[config.mk]
export PLATFORM = sky130hd
export DESIGN_NAME = tensorflowe_dot_engine
export DESIGN_NICKNAME = d
export VERILOG_FILES = /design/src/rtl/tensorflowe_dot_engine.sv
export SDC_FILE = /design/constraint.sdc
export NUM_CORES = 1
export LEC_CHECK = 0
export CORE_ASPECT_RATIO = 1.5
export CORE_MARGIN = 5
export CORE_UTILIZATION = 45
export DETAILED_ROUTE_END_ITERATION = 6
export SYNTH_ARGS = -nofsm -noshare
export SYNTH_HDL_FRONTEND = slang
export SYNTH_SLANG_ARGS = --single-unit
[constraint.sdc]
create_clock -name clk -period 15.2 [get_ports clk]
set_input_delay 3.04 -clock clk [delete_from_list [all_inputs] [get_ports clk]]
set_output_delay 3.04 -clock clk [all_outputs]
set_load 0.02 [all_outputs]
[src/rtl/tensorflowe_dot_engine.sv]
// -----------------------------------------------------------------------------
// tensorflowe_dot_engine
//
// Byte-serial dot-product engine. A weight vector and an activation vector are
// streamed in one element per ena_write strobe (weights first, then
// activations). enable_accu then runs a signed multiply-accumulate over the
// vector, one element per cycle, into a persistent saturating accumulator.
// A read request in DONE returns the requantised accumulator (arithmetic
// shift, clamp to DATA_W, optional ReLU) with a one-cycle valid.
//
// Ports:
//   clk             system clock, all logic on the rising edge
//   rst             synchronous active-high reset
//   datos_in        signed element being written
//   ena_write       store datos_in at the write pointer (IDLE, not full)
//   enable_accu     start the MAC pass (IDLE with a full buffer)
//   ena_read        request the result (DONE only)
//   clear           zero accumulator and write pointer, return to IDLE
//   relu_en         1 = negative results are returned as 0
//   datos_out       requantised result (holds until the next read or rst)
//   ena_out         one-cycle valid for datos_out
//   busy            high while the MAC pass runs
//   dato_disponible high while a result is waiting to be read
// -----------------------------------------------------------------------------
module tensorflowe_dot_engine #(
    parameter int DATA_W = 8,
    parameter int DEPTH  = 4,
    parameter int ACC_W  = 20,
    parameter int SHIFT  = 0
) (
    input  logic              clk,
    input  logic              rst,
    input  logic [DATA_W-1:0] datos_in,
    input  logic              ena_write,
    input  logic              enable_accu,
    input  logic              ena_read,
    input  logic              clear,
    input  logic              relu_en,
    output logic [DATA_W-1:0] datos_out,
    output logic              ena_out,
    output logic              busy,
    output logic              dato_disponible
);

    localparam int WP_W  = $clog2(2 * DEPTH);
    localparam int IDX_W = $clog2(DEPTH);
    localparam int PROD_W = 2 * DATA_W;

    localparam logic [WP_W-1:0]  WP_LAST  = WP_W'(2 * DEPTH - 1);
    localparam logic [IDX_W-1:0] IDX_LAST = IDX_W'(DEPTH - 1);

    localparam logic signed [ACC_W-1:0] ACC_MAX = {1'b0, {(ACC_W-1){1'b1}}};
    localparam logic signed [ACC_W-1:0] ACC_MIN = {1'b1, {(ACC_W-1){1'b0}}};
    // Output range expressed at accumulator width so the clamp compares
    // like with like; ~Q_MAX is exactly -2^(DATA_W-1).
    localparam logic signed [ACC_W-1:0] Q_MAX = ACC_W'((2 ** (DATA_W - 1)) - 1);
    localparam logic signed [ACC_W-1:0] Q_MIN = ~Q_MAX;

    typedef enum logic [1:0] {
        S_IDLE    = 2'd0,
        S_COMPUTE = 2'd1,
        S_DONE    = 2'd2
    } state_t;

    state_t                    state_q, state_d;
    logic [WP_W-1:0]           wp_q, wp_d;
    logic                      full_q, full_d;
    logic [IDX_W-1:0]          idx_q, idx_d;
    logic signed [ACC_W-1:0]   acc_q, acc_d;
    logic [DATA_W-1:0]         dout_q, dout_d;
    logic                      ena_out_q, ena_out_d;

    logic signed [DATA_W-1:0]  w_mem [DEPTH];
    logic signed [DATA_W-1:0]  a_mem [DEPTH];

    logic                      wr_en;
    logic signed [PROD_W-1:0]  prod;
    logic signed [ACC_W:0]     sum;
    logic signed [ACC_W-1:0]   acc_sat;
    logic signed [ACC_W-1:0]   shifted;
    logic [DATA_W-1:0]         q_val;

    // A write lands only when the engine is idle, the buffer is not yet
    // full and no clear is taking priority this cycle.
    assign wr_en = ena_write && (state_q == S_IDLE) && !full_q && !clear;

    // Element buffers: pointer 0..DEPTH-1 selects weights, DEPTH..2*DEPTH-1
    // selects activations. Contents are don't-care after reset.
    generate
        for (genvar gi = 0; gi < DEPTH; gi++) begin : g_buf
            always_ff @(posedge clk) begin
                if (wr_en && (wp_q == WP_W'(gi))) begin
                    w_mem[gi] <= datos_in;
                end
                if (wr_en && (wp_q == WP_W'(DEPTH + gi))) begin
                    a_mem[gi] <= datos_in;
                end
            end
        end
    endgenerate

    // Full-precision signed MAC with one guard bit for overflow detection.
    assign prod = w_mem[idx_q] * a_mem[idx_q];
    assign sum  = {acc_q[ACC_W-1], acc_q}
                + {{(ACC_W + 1 - PROD_W){prod[PROD_W-1]}}, prod};

    always_comb begin
        acc_sat = sum[ACC_W-1:0];
        if (sum[ACC_W] != sum[ACC_W-1]) begin
            acc_sat = sum[ACC_W] ? ACC_MIN : ACC_MAX;
        end
    end

    // Requantisation: floor shift, clamp to the output range, then ReLU.
    assign shifted = acc_q >>> SHIFT;

    always_comb begin
        q_val = shifted[DATA_W-1:0];
        if (shifted > Q_MAX) begin
            q_val = Q_MAX[DATA_W-1:0];
        end else if (shifted < Q_MIN) begin
            q_val = Q_MIN[DATA_W-1:0];
        end
        if (relu_en && (shifted < 0)) begin
            q_val = '0;
        end
    end

    always_comb begin
        state_d   = state_q;
        wp_d      = wp_q;
        full_d    = full_q;
        idx_d     = idx_q;
        acc_d     = acc_q;
        dout_d    = dout_q;
        ena_out_d = 1'b0;

        if (clear) begin
            state_d = S_IDLE;
            wp_d    = '0;
            full_d  = 1'b0;
            idx_d   = '0;
            acc_d   = '0;
        end else begin
            case (state_q)
                S_IDLE: begin
                    if (ena_write && !full_q) begin
                        if (wp_q == WP_LAST) begin
                            full_d = 1'b1;
                        end else begin
                            wp_d = wp_q + 1'b1;
                        end
                    end
                    // Uses the registered flag, so a start in the same
                    // cycle as the final write is not accepted.
                    if (enable_accu && full_q) begin
                        state_d = S_COMPUTE;
                        idx_d   = '0;
                    end
                end
                S_COMPUTE: begin
                    acc_d = acc_sat;
                    if (idx_q == IDX_LAST) begin
                        state_d = S_DONE;
                        idx_d   = '0;
                    end else begin
                        idx_d = idx_q + 1'b1;
                    end
                end
                S_DONE: begin
                    if (ena_read) begin
                        dout_d    = q_val;
                        ena_out_d = 1'b1;
                        state_d   = S_IDLE;
                        wp_d      = '0;
                        full_d    = 1'b0;
                    end
                end
                default: begin
                    state_d = S_IDLE;
                end
            endcase
        end
    end

    always_ff @(posedge clk) begin
        if (rst) begin
            state_q   <= S_IDLE;
            wp_q      <= '0;
            full_q    <= 1'b0;
            idx_q     <= '0;
            acc_q     <= '0;
            dout_q    <= '0;
            ena_out_q <= 1'b0;
        end else begin
            state_q   <= state_d;
            wp_q      <= wp_d;
            full_q    <= full_d;
            idx_q     <= idx_d;
            acc_q     <= acc_d;
            dout_q    <= dout_d;
            ena_out_q <= ena_out_d;
        end
    end

    assign datos_out       = dout_q;
    assign ena_out         = ena_out_q;
    assign busy            = (state_q == S_COMPUTE);
    assign dato_disponible = (state_q == S_DONE);

endmodule

==> run metrics <==
DR vias/cell=5.356; post-synth top area cell=edfxtp_1; crit path launch type=flop; metal2 WL=10.36 mm; Critical-path top delay cell=dfxtp_1; fmax=138.0 MHz; DR top layer=met4; post-route ant nets=0; Power Total=0.9641 mW; clock buffer count from CTS=9; Synth Flop Type=edfxtp_1; total number of yosys warnings=0; fraction of layout cells with a size suffix above 1=9.793%; Syn Nets=863; synthesized area per cell=11.46 µm²; Max Cap Viol=0; CTS tree=built; total global-route track usage=17.71%; CP arrival=7.46 ns; reg2reg path depth=18; Clk pin slew, worst setup/hold paths=0.07 ns; share of the synthesized area in the top cell type=23.92%; Synth Register Bits=103; worst hold path class=flop to flop; clock sinks=103; EDFF count, synth=64; antenna violations before repair=0; Worst-Skew Late Latency=0.34 ns; status=finished, final reports clean; count leader, synth=inv_1; Crit path top cell by count=fa_1; crit end category=flop; CTS max path bufs=2; crit-path max FO=17; kind of critical path=flop to flop; clock root cell=clkbuf_16; setup bufs post-CTS=0; dpl hpwl=14.35 mm; Worst EP required=15.42 ns; max incr delay on CP=0.84 ns; IR drop worst, VDD=0.1059 mV; Rel. slew slack=24.12%; fin util=49.15%; First-pass DRT Iterations=4; DRT met1 WL=6.499 mm; Setup violations, final=0; Layout Nets=882; Worst Hold Path Cells=2; unrepaired setup endpoints after global routing=no; Routed WL=17.47 mm; Worst Tran Pin Value=1.123 ns; Max Slew Vio Count=0; Power per Cell Area=110.2 mW/mm²; Row Count=60; Diodes inserted=0; top cells by count, synth=inv_1, fa_1, edfxtp_1; Netlist cell types=65; wire per inst=18.54 µm; core area=0.01779 mm²; Gate Count Post-Synth=701; vias=5045; GRT overflow=0; FFs w/ async S/R, synth=0%; largest net degree at the start of global routing=35; # DRC=0; die span in x=119.1 µm; Clock Skews=0.01013 ns; cts repair resizes=0; largest cells by area after synthesis=edfxtp_1, fa_1, dfxtp_1; Met3 Wirelength=282 µm; minimum clock period=7.245 ns; vias in the first global route=5546; area grow syn2layout=8.829%; worst-path cell chain=mux4_2 -> nand2_1 -> inv_1 -> fa_1 -> inv_1 -> fa_1 -> inv_1 -> fa_1 -> fa_1 -> ha_1 -> ha_1 -> a21oi_1 -> o21ai_0 -> a211o_1 -> o211ai_2 -> nor2_2 -> a31oi_2 -> o21ai_0; setup_tns=0 ns; final hold vios=0; sequential-to-total area share from yosys stat=33.63%; Post-Syn Area=0.008035 mm²; Pleak=3.553 nW; Tcrit/Tclk final=47.67%; io pins=26; drt first-iter violations=201; area of the die=0.02068 mm²; Port Buffers=25; gpl congestion=0.8665; cts hold-fix bufs=0; CTS H-tree lvls=3; Die Y=173.7 µm; Initial Utilization=45.16%; first-pass GRT wire length=28.92 mm
-- report_power, final --
| part | switching, mW | total (mW) | internal [mW] |
|---|---|---|---|
| sequential | 0.000510 | 0.298 | 0.298 |
| clock | 0.101 | 0.217 | 0.116 |
| combinational | 0.265 | 0.449 | 0.183 |
-- layout make-up --
type / instances / area (µm²)
fill: 1609 / 9047
multi-input combinational: 476 / 4847
sequential: 103 / 2703
inverter: 103 / 386.6
tap: 217 / 271.5
timing repair buffer: 27 / 265.3
clock buffer: 13 / 250.2
clock inverter: 3 / 21.27
-- placed cells by master (no fill, tap or decap), types with 3 or more instances in the layout --
cell type	synthesis	layout
o21ai_1	9	9
nand3_1	5	5
a21oi_2	13	13
clkbuf_16	0	9
dfxtp_1	39	39
xor2_1	7	7
mux2i_1	3	3
edfxtp_1	64	64
maj3_2	10	10
inv_1	103	103
nor4_1	5	5
and2_1	35	35
mux4_2	15	15
a21oi_1	36	36
a22oi_1	3	3
a211o_1	3	3
clkdlybuf4s50_1	0	25
nor3_1	4	4
nand3b_1	3	3
xnor2_1	8	8
o21ai_0	21	21
o211ai_1	8	8
nand2_1	56	56
nor2_1	27	27
ha_1	55	55
maj3_1	3	3
a211oi_1	4	4
nand4_1	3	3
clkbuf_1	8	3
fa_1	92	92
and3_1	7	7
-- metal layers --
| layer | track usage, % | vias to the layer above |
|---|---|---|
| li1 | - | 2420 |
| met4 | 4.737 | 0 |
| met1 | 19.45 | 2559 |
| met5 | 0 | - |
| met3 | 1.926 | 14 |
| met2 | 35.27 | 52 |
-- final timing paths --
kind | from | slack (ns) | to
worst max-delay path | flop | 7.95 | acc_q[0]$_SDFFE_PP0P_
worst min-delay path | datos_out[0]$_SDFFE_PP0P_ | 0.45 | datos_out[0]$_SDFFE_PP0P_
worst max register to register | flop | 7.95 | acc_q[0]$_SDFFE_PP0P_
worst min register to register | datos_out[0]$_SDFFE_PP0P_ | 0.45 | datos_out[0]$_SDFFE_PP0P_
-- per-stage QoR --
step | worst slack (ns) | hold slack, ns | area [µm²] | cells
after floorplan | 8.714 | 0.4404 | 8035 | 701
after global placement | 8.019 | 0.4437 | 8473 | 926
after detailed placement | 7.910 | 0.4459 | 8473 | 926
after CTS | 7.909 | 0.4536 | 8745 | 942
after global routing | 7.377 | 0.4744 | 8745 | 942
final | 7.955 | 0.4520 | 8745 | 942
-- flip-flops by register name, indices dropped and copies added (netlist names), 2 cells and up, named ones only --
name / count
a_mem: 32
w_mem: 32
acc_q: 20
datos_out: 8
wp_q: 3
idx_q: 2
state_q: 2
-- critical path: cells and delay by family, from the launching register on --
family	cells	cell delay [ns]
fa+ha+maj	6	3.03
mux	1	0.52
buf+inv	3	0.41
flops	1	0.84
compound gates	6	1.93
simple gates	2	0.40
-- kinds of logic after synthesis --
| group | Yosys count | synth area share, % |
|---|---|---|
| adders and majority gates | 160 | 33.26 |
| DFF | 103 | 33.63 |
| xor gates and xnor gates | 17 | 2.040 |
| AOI/OAI and AO/OA | 118 | 9.810 |
| muxes | 20 | 4.858 |
| buffers and inverters | 122 | 6.073 |
| and+or+nand+nor | 161 | 10.32 |
Note: power is estimated with default switching activity, not from simulation.
